[src/rtl/alu_operand_result_stage.sv]
// Operand/result staging around the Mini SRC ALU units: holds Y, B and opcode, waits
// an op-dependent settle time, then captures the 64-bit result into ZHigh/ZLow.
// Define ALU_FLAGS_EN to add the registered z_zero/z_neg result flags.
module alu_operand_result_stage #(
    parameter int SETTLE_CYCLES = 1,
    parameter int MULDIV_CYCLES = 8
) (
    input  logic        clock,
    input  logic        clear,
    input  logic [31:0] bus_in,
    input  logic        y_in,
    input  logic        start,
    input  logic [3:0]  op,
    output logic [31:0] operand_a,
    output logic [31:0] operand_b,
    output logic [3:0]  opcode,
    input  logic [31:0] alu_lo,
    input  logic [31:0] alu_hi,
    input  logic        zhigh_out,
    input  logic        zlow_out,
    output logic [31:0] bus_out,
    output logic        busy,
    output logic        done,
    output logic        illegal_op
`ifdef ALU_FLAGS_EN
    ,
    output logic        z_zero,
    output logic        z_neg
`endif
);

    typedef enum logic [1:0] {IDLE, EXEC, CAPTURE} state_t;

    localparam logic [3:0] OP_SHR = 4'd4;
    localparam logic [3:0] OP_ROL = 4'd8;
    localparam logic [3:0] OP_MUL = 4'd9;
    localparam logic [3:0] OP_DIV = 4'd10;
    localparam logic [3:0] OP_NOT = 4'd12;
    localparam logic [7:0] SETTLE_LOAD = 8'(SETTLE_CYCLES - 1);
    localparam logic [7:0] MULDIV_LOAD = 8'(MULDIV_CYCLES - 1);

    state_t      state;
    state_t      next_state;
    logic [31:0] y_reg;
    logic [31:0] b_reg;
    logic [31:0] zhigh;
    logic [31:0] zlow;
    logic [7:0]  count;
    logic        legal_start;
    logic        new_is_muldiv;
    logic        cur_is_muldiv;
    logic        cur_is_shift;

    assign legal_start   = start && (op <= OP_NOT);
    assign new_is_muldiv = (op == OP_MUL) || (op == OP_DIV);
    assign cur_is_muldiv = (opcode == OP_MUL) || (opcode == OP_DIV);
    assign cur_is_shift  = (opcode >= OP_SHR) && (opcode <= OP_ROL);

    assign operand_a = y_reg;
    assign operand_b = cur_is_shift ? {27'b0, b_reg[4:0]} : b_reg;
    assign busy      = (state == EXEC) || (state == CAPTURE);

    always_ff @(posedge clock) begin
        if (clear) begin
            state <= IDLE;
        end else begin
            state <= next_state;
        end
    end

    always_comb begin
        next_state = state;
        case (state)
            IDLE:    if (legal_start) next_state = EXEC;
            EXEC:    if (count == 8'd0) next_state = CAPTURE;
            CAPTURE: next_state = IDLE;
            default: next_state = IDLE;
        endcase
    end

    // done is registered alongside Z so the pulse lines up with the new Z value.
    always_ff @(posedge clock) begin
        if (clear) begin
            y_reg      <= '0;
            b_reg      <= '0;
            opcode     <= '0;
            zhigh      <= '0;
            zlow       <= '0;
            count      <= '0;
            done       <= 1'b0;
            illegal_op <= 1'b0;
`ifdef ALU_FLAGS_EN
            z_zero     <= 1'b0;
            z_neg      <= 1'b0;
`endif
        end else begin
            done <= (state == CAPTURE);
            if (y_in) y_reg <= bus_in;
            case (state)
                IDLE: begin
                    if (legal_start) begin
                        b_reg  <= bus_in;
                        opcode <= op;
                        count  <= new_is_muldiv ? MULDIV_LOAD : SETTLE_LOAD;
                    end else if (start) begin
                        illegal_op <= 1'b1;
                    end
                end
                EXEC: begin
                    if (count != 8'd0) count <= count - 8'd1;
                end
                CAPTURE: begin
                    zlow  <= alu_lo;
                    zhigh <= cur_is_muldiv ? alu_hi : 32'd0;
`ifdef ALU_FLAGS_EN
                    z_zero <= (alu_lo == 32'd0) && (cur_is_muldiv ? (alu_hi == 32'd0) : 1'b1);
                    z_neg  <= (opcode == OP_MUL) ? alu_hi[31] : alu_lo[31];
`endif
                end
                default: ;
            endcase
        end
    end

    always_comb begin
        bus_out = '0;
        if (zlow_out) begin
            bus_out = zlow;
        end else if (zhigh_out) begin
            bus_out = zhigh;
        end
    end

endmodule

[config.mk]
export PLATFORM = sky130hd
export DESIGN_NAME = alu_operand_result_stage
export DESIGN_NICKNAME = d
export VERILOG_FILES = /design/src/rtl/alu_operand_result_stage.sv
export SDC_FILE = /design/constraint.sdc
export NUM_CORES = 1
export LEC_CHECK = 0
export BUFFER_PORTS_ARGS = -buffer_cell sky130_fd_sc_hd__buf_2
export CAP_MARGIN = 15
export CORE_MARGIN = 2
export CORE_UTILIZATION = 50
export DETAILED_ROUTE_END_ITERATION = 10
export GPL_ROUTABILITY_DRIVEN = 0
export PLACE_DENSITY = 0.8
export SLEW_MARGIN = 30
export SYNTH_ARGS = -nofsm -noshare
export SYNTH_HDL_FRONTEND = slang
export SYNTH_SLANG_ARGS = --single-unit
[constraint.sdc]
create_clock -name clock -period 5.8 [get_ports clock]
set_input_delay 1.74 -clock clock [delete_from_list [all_inputs] [get_ports clock]]
set_output_delay 1.74 -clock clock [all_outputs]
set_load 0.03 [all_outputs]
## Word level (Yosys, flattened, before mapping)

Index checks and enable logic that the tools add are counted.
W data, S select, Z words.

- $add $sub $neg: 1
- $lt $le $gt $ge: 3
- Equal/unequal tests: 9
- Muxes and demuxes: 11
- Bitwise logic cells: 1
- Reduce and logical (&&, ||, !) cells: 13

Operators by type and width:

| operator | number |
|---|---|
| $mux W32 | 4 |
| $eq A4 B4 Y1 const B | 4 |
| $mux W8 | 2 |
| $pmux W8 S2 | 1 |
| $le A4 B4 Y1 const B | 2 |
| $logic_not A8 Y1 | 1 |
| $reduce_bool A8 Y1 | 1 |
| $sub A8 B1 Y8 const B | 1 |
| $reduce_and A3 Y1 | 2 |
| $ge A4 B3 Y1 const B | 1 |
| $mux W2 | 2 |
| $ne A2 B1 Y1 const B | 2 |
| $pmux W2 S2 | 1 |
| $reduce_and A2 Y1 | 2 |
| $logic_or A1 B1 Y1 | 3 |
| $mux W3 | 1 |
| $eq A2 B1 Y1 const B | 1 |
| $eq A2 B2 Y1 const B | 1 |
| $logic_and A1 B1 Y1 | 2 |
| $logic_not A2 Y1 | 1 |
| $ne A2 B2 Y1 const B | 1 |
| $reduce_bool A2 Y1 | 1 |
| $not A1 Y1 | 1 |

- Register bits after elaboration: 144
- Input bits: 106
- Output and inout port bits: 103

## Longest topological paths before layout

Gate-level depths: netlist (run 1).

- Depth after elaboration: 5
- Depth in mapped cells: 7

## Worst setup path before layout (run 1)

Ideal clock, no wire load.

- Kind: input to output
- Start point: input port zlow_out
- End point: output port bus_out[23]
- Arrival time: 2.796 ns
- Data required time: 4.060 ns
- Path slack: 1.264 ns
- Stages: 3
- Buffers on the path: 2
- Cell sequence: clkbuf_1 clkbuf_1 o21ai_0

- Word-level cells in the longest chain between the ends: 1

RTL lines:

| what | line | RTL |
|---|---|---|
| from (decl) | 20 | `input logic zlow_out,` |
| $mux W32 | 127 | `if (zlow_out) begin` |
| to (decl) | 21 | `output logic [31:0] bus_out,` |

Every way passes these cells.

## Worst setup path in the final report (run 1)

- Start point: input port zhigh_out
- End point: output port bus_out[13]

- Word-level cells in the longest chain between the ends: 2

RTL lines:

| what | line | RTL |
|---|---|---|
| from (decl) | 19 | `input logic zhigh_out,` |
| $mux W32 | 129 | `end else if (zhigh_out) begin` |
| $mux W32 | 127 |  |

Every way passes these cells.

==> impl_metrics.csv, run 1 <==
group,metric,value,unit
route,totalWireLength,14600,µm
floorplan,initial_core_util,50.8,%
route,vias_per_cell,5.10,
sta,min_period_over_period,79.3,%
synthesis,synth_warnings,0,
sta,fmax,217,MHz
cts,htree_levels,4,
synthesis,async_reset_ff_share,0,%
route,ant_nets,0,
synthesis,synth_seq_cells,144,
sta,report.final.slew_viol_count,0,
cts,postCtsSetupBuffers,0,
synthesis,synth_cell_types,40,
sta,finalSetupViolations,0,
floorplan,core_region_area,0.0119,mm²
route,drt-initial-drc-count,391,
power_and_ir_drop,finalPower,3.06,mW
cts,numClockSinks,144,
route,vias,5444,
power_and_ir_drop,power.density,397,mW/mm²
setup_path,worstPathRequired,4.06,ns
grt,grt_use_met2,35.6,%
power_and_ir_drop,p_leak,3.53,nW
route,first_pass_iters,4,
cts,cts_tree,"done",
sta,slew_headroom,35.7,%
grt,grt_max_degree,91,
floorplan,die_w,114,µm
sta,hold_viol,0,
min_path,hold_class,"reg2reg",
sta,finalWorstSetupSlack,1.20,ns
placement,port_buffers,208,
setup_path,r2r_setup_slack,3.56,ns
synthesis,synth_area_per_cell,8.25,µm²
synthesis,syn_inst,730,
flow_run,cap_violations,0,
cts,cts_max_path_buffers,2,
outcome,outcome,"finished clean",
synthesis,synth_edf_count,0,
power_and_ir_drop,vdd.ir_drop.worst,317,µV
cts,clockRootBuffer,"clkbuf_16",
sta,period_minus_slack,4.60,ns
floorplan,rows,40,
route,route.detailed.drc,0,
cells_and_area,seq_area,0.00288,mm²
setup_path,cp_max_fo,32,
setup_path,critPathLaunchType,"primary input",
cts,clk_pin_slew,0.06,ns
sta,tns,0,ns
setup_path,cp.arrival,2.86,ns
grt,grtUsageMet1,27.7,%
cells_and_area,fillers,1013,
placement,postPlaceCellArea,0.00708,mm²
floorplan,die_y,114,µm
synthesis,synth_ff_type,"dfxtp_1",
floorplan,fp.dieArea,0.0129,mm²
placement,hpwlAfterDp,9800,µm
grt,grt_use_total,22.4,%
cells_and_area,stdcell_area,0.00769,mm²
cts,hold_buffers,0,
cells_and_area,drive_gt1_share,27.6,%
cts,numCtsBuffers,17,
cts,cts_resized,0,
sta,worstMarginPinSlew,0.964,ns
cells_and_area,multi_input_area,0.00289,mm²
setup_path,crit_type,"in2out",
synthesis,synth-seq-area-share,47.9,%
setup_path,critPathCaptureType,"output port",
synthesis,synth_area,0.00602,mm²
grt,grt_overflow,0,
cts,insertion_delay,0.42,ns
route,wire_per_inst,13.7,µm
grt,grt_use_met3,6.48,%
cells_and_area,syn_to_final_growth,27.7,%
grt,gr-max-usage-layer,"met2",
placement,dp_slack,1.10,ns
grt,grt_pass1_vias,5039,
cells_and_area,num-nets-final,1020,
synthesis,syn_nets,841,
grt,grt_pass1_wl,23400,µm
sta,rsz0062_at_grt,"no",
floorplan,io_pins,209,
sta,fin_skew,0.00639,ns
grt,antenna_found_initial,1,
-- final cells by class --
type                       count  area share, %
clock buffer                  18           5.71
timing repair buffer         214           14.2
clock inverter                11           2.16
multi-input combinational    523           37.6
antenna                        1         0.0325
tap                          147           2.39
inverter                       9          0.439
sequential                   144           37.5
-- logic make-up after synthesis --
family	after synthesis	synth area share, %
and+or+nand+nor	322	23.6
xor gates and xnor gates	2	0.291
buffers and inverters	63	4.32
adders and majority gates	5	1.04
DFF	144	47.9
AOI/OAI and AO/OA	129	12.0
muxes	65	10.8
-- critical path, cell delays in order --
cell and delay (ns):
buf_2 0.46, nand2_1 0.10, o21ai_0 0.29, buf_2 0.26
-- where the power goes --
group / internal, mW / leakage, nW / switching, mW
clock: 0.720 / 0.290 / 0.399
combinational: 0.276 / 2.07 / 0.498
sequential: 1.10 / 1.18 / 0.0649
total: 2.09 / 3.53 / 0.962
-- Yosys cell counts (all sizes together), types with 2 or more instances --
cell type	instances	area (µm²)
o221a	2	22.5
clkbuf	41	154
nor3	7	35.0
dfxtp	144	2880
and2	27	169
nor2	104	390
nor2b	33	206
buf	13	72.6
inv	9	33.8
o31ai	3	22.5
o41ai	3	33.8
or2	2	12.5
or4	4	30.0
a21oi	72	360
nand2	136	510
mux2i	65	651
xnor2	2	17.5
nor3b	2	15.0
ha	5	62.6
o21ai	36	180
a31oi	3	18.8
or4b	2	20.0
nand3	3	15.0
-- metrics by stage --
stage                     hold WS [ns]  cells  util, %
after floorplan                  0.432    730        -
after global placement           0.437   1037     59.7
after detailed placement         0.442   1037     59.7
after CTS                        0.450   1066     64.8
after global routing             0.467   1067     64.8
final                            0.447   1067     64.8
-- path summary, 6_finish.rpt --
kind	startpoint	end	depth (start not counted)
setup / recovery	zhigh_out	bus_out[13]	4
hold / removal	b_reg[10]	b_reg[10]	2
setup reg to reg	state[0]	zhigh[31]	8
hold reg to reg	b_reg[10]	b_reg[10]	2
-- placed cells by master, fill, tap and decap left out, types with 2 or more instances in the layout --
cell type,instances
or4_1,4
o221a_2,2
inv_1,9
dfxtp_1,144
or2_2,2
clkinv_2,3
xnor2_1,2
o41ai_1,2
a31oi_1,3
bufinv_16,4
o21ai_0,34
buf_4,8
nor3_1,6
clkbuf_16,17
nand2_1,136
buf_2,206
o31ai_1,3
and2_1,27
mux2i_1,64
nor2_1,103
nor2b_1,33
a21oi_1,72
ha_1,4
nand3_1,3
clkinvlp_4,3
o21ai_1,2
nor3b_1,2
-- layer usage --
metal,routed length [µm],part of all wire (%)
met5,0,0
met2,6900,47
met4,544,3.7
met1,6340,43
met3,824,5.6
Power figures use the tool's default switching activity.
==> run 2: changes to the inputs <==
==> constraint.sdc (replaced) <==
create_clock -name clock -period 4.3 [get_ports clock]
set_input_delay 1.29 -clock clock [delete_from_list [all_inputs] [get_ports clock]]
set_output_delay 1.29 -clock clock [all_outputs]
set_load 0.03 [all_outputs]
==> run 2 against run 1 <==
Non-clock buffer count rose by 2. Critical endpoint is now bus_out[30]. Clock-buffer cell count rose by 7. Via count fell by 1.5%. Largest cell class unchanged.
==> impl_metrics.csv, run 2 (synthesized netlist as in run 1, its figures left out) <==
group,metric,value,unit
route,totalWireLength,14500,µm
grt,grt_max_degree,74,
sta,period_minus_slack,3.64,ns
cts,clk_pin_slew,0.05,ns
flow_run,cap_violations,0,
power_and_ir_drop,clkPwrFrac,34.3,%
grt,grt_pass1_vias,4769,
placement,hpwlAfterDp,9950,µm
cells_and_area,syn_to_final_growth,27.6,%
sta,finalSetupViolations,0,
cells_and_area,final_common_cell,"buf_2",
setup_path,critPathCaptureType,"output port",
sta,hold_viol,0,
grt,grt_pass1_wl,22800,µm
route,ant_nets,0,
grt,grt_overflow,0,
cts,cts_max_path_buffers,2,
power_and_ir_drop,combPwrFrac,26.4,%
setup_path,cp.arrival,2.35,ns
floorplan,rows,40,
route,vias_per_cell,5.00,
floorplan,die_y,114,µm
cells_and_area,num-nets-final,1022,
cells_and_area,final_cell_count_no_fill,1071,
route,wire_per_inst,13.6,µm
placement,port_buffers,208,
power_and_ir_drop,sequentialPowerShare,39.3,%
cts,insertion_delay,0.41,ns
setup_path,crit_type,"in2out",
floorplan,die_w,114,µm
sta,report.final.slew_viol_count,0,
min_path,hold_class,"reg2reg",
cts,hold_buffers,0,
power_and_ir_drop,p_sw,1.30,mW
sta,fmax,274,MHz
floorplan,io_pins,209,
grt,antenna_found_initial,0,
outcome,outcome,"finished clean",
route,route.detailed.drc,0,
floorplan,core_region_area,0.0119,mm²
floorplan,fp.dieArea,0.0129,mm²
sta,slew_headroom,35.4,%
cells_and_area,fillers,1038,
power_and_ir_drop,switching_share,32.6,%
setup_path,critPathLaunchType,"primary input",
power_and_ir_drop,power.density,519,mW/mm²
power_and_ir_drop,p_leak,3.53,nW
cts,cts_tree,"done",
sta,tns,0,ns
cells_and_area,num_antenna_cells,0,
sta,fin_skew,0.00666,ns
setup_path,cp_max_fo,32,
cts,clockRootBuffer,"clkbuf_16",
placement,dp.cells,1039,
sta,rsz0062_at_grt,"no",
power_and_ir_drop,p_int,2.69,mW
route,first_pass_iters,5,
cts,postCtsSetupBuffers,0,
cts,numCtsBuffers,17,
setup_path,worstPathRequired,3.01,ns
power_and_ir_drop,vdd.ir_drop.worst,347,µV
grt,grt_use_total,22.1,%
cts,cts_resized,0,
floorplan,initial_core_util,50.8,%
cells_and_area,post-route-util,64.8,%
cells_and_area,mostFrequentLayoutCells,"207 x buf_2, 144 x dfxtp_1, 136 x nand2_1",
cts,htree_levels,4,
sta,worstMarginPinSlew,0.968,ns
route,drt-initial-drc-count,355,
route,vias,5360,
cts,numClockSinks,144,
power_and_ir_drop,finalPower,3.99,mW
sta,min_period_over_period,84.7,%
cells_and_area,drive_gt1_share,27.8,%
-- run 2: cell types whose count changed in the layout (fill, tap and decap cells not counted), moves of 2 or more --
| cell | before | now |
|---|---|---|
| clkbuf_8 | 1 | 6 |
| clkinv_4 | 1 | 3 |
| bufinv_16 | 4 | 0 |
| clkbuf_1 | 0 | 2 |
-- run 2: metal layers --
metal | share of wire [%] | wire length, µm | track usage [%] | vias up
li1 | - | - | - | 2765
met1 | 44 | 6350 | 27.6 | 2426
met4 | 1.9 | 280 | 7.89 | 0
met5 | 0 | 0 | 0 | -
met3 | 5.8 | 843 | 7.33 | 26
met2 | 49 | 7070 | 35.8 | 143
-- run 2: area by class of cell --
| class | instances | area, µm² | area share [%] |
|---|---|---|---|
| Clock buffer | 25 | 515 | 6.71 |
| Clock inverter | 7 | 51.3 | 0.668 |
| Inverter | 9 | 33.8 | 0.440 |
| Multi-Input combinational cell | 523 | 2900 | 37.8 |
| Sequential cell | 144 | 2880 | 37.5 |
| Tap cell | 147 | 184 | 2.39 |
| Timing Repair Buffer | 216 | 1120 | 14.5 |
-- run 2: stage by stage --
stage	hold slack (ns)	setup WS [ns]	area, µm²
after floorplan	0.432	0.664	6020
after global placement	0.438	0.694	7110
after detailed placement	0.442	0.687	7110
after CTS	0.450	0.686	7670
after global routing	0.467	0.542	7680
final	0.448	0.656	7680
-- run 2: path summary, 6_finish.rpt --
path | start | slack [ns] | cells after the start | endpoint
setup / recovery | zhigh_out | 0.66 | 4 | bus_out[30]
hold / removal | b_reg[7] | 0.45 | 2 | b_reg[7]
setup reg to reg | state[0] | 2.25 | 6 | count[7]
hold reg to reg | b_reg[7] | 0.45 | 2 | b_reg[7]
-- run 2: critical path, cell delays in order --
cell and delay (ns):
buf_2 0.46, nand2_1 0.10, o21ai_0 0.24, buf_2 0.25
-- run 2: power by group through the flow --
stage                     registers (mW)  clock network, mW  logic, mW
after global routing                1.59               1.45       1.16
final                               1.57               1.37       1.05
after floorplan                     1.62                  0      0.743
after detailed placement            1.59                  0       1.05
after global placement              1.59                  0       1.03
after CTS                           1.57               1.39       1.05
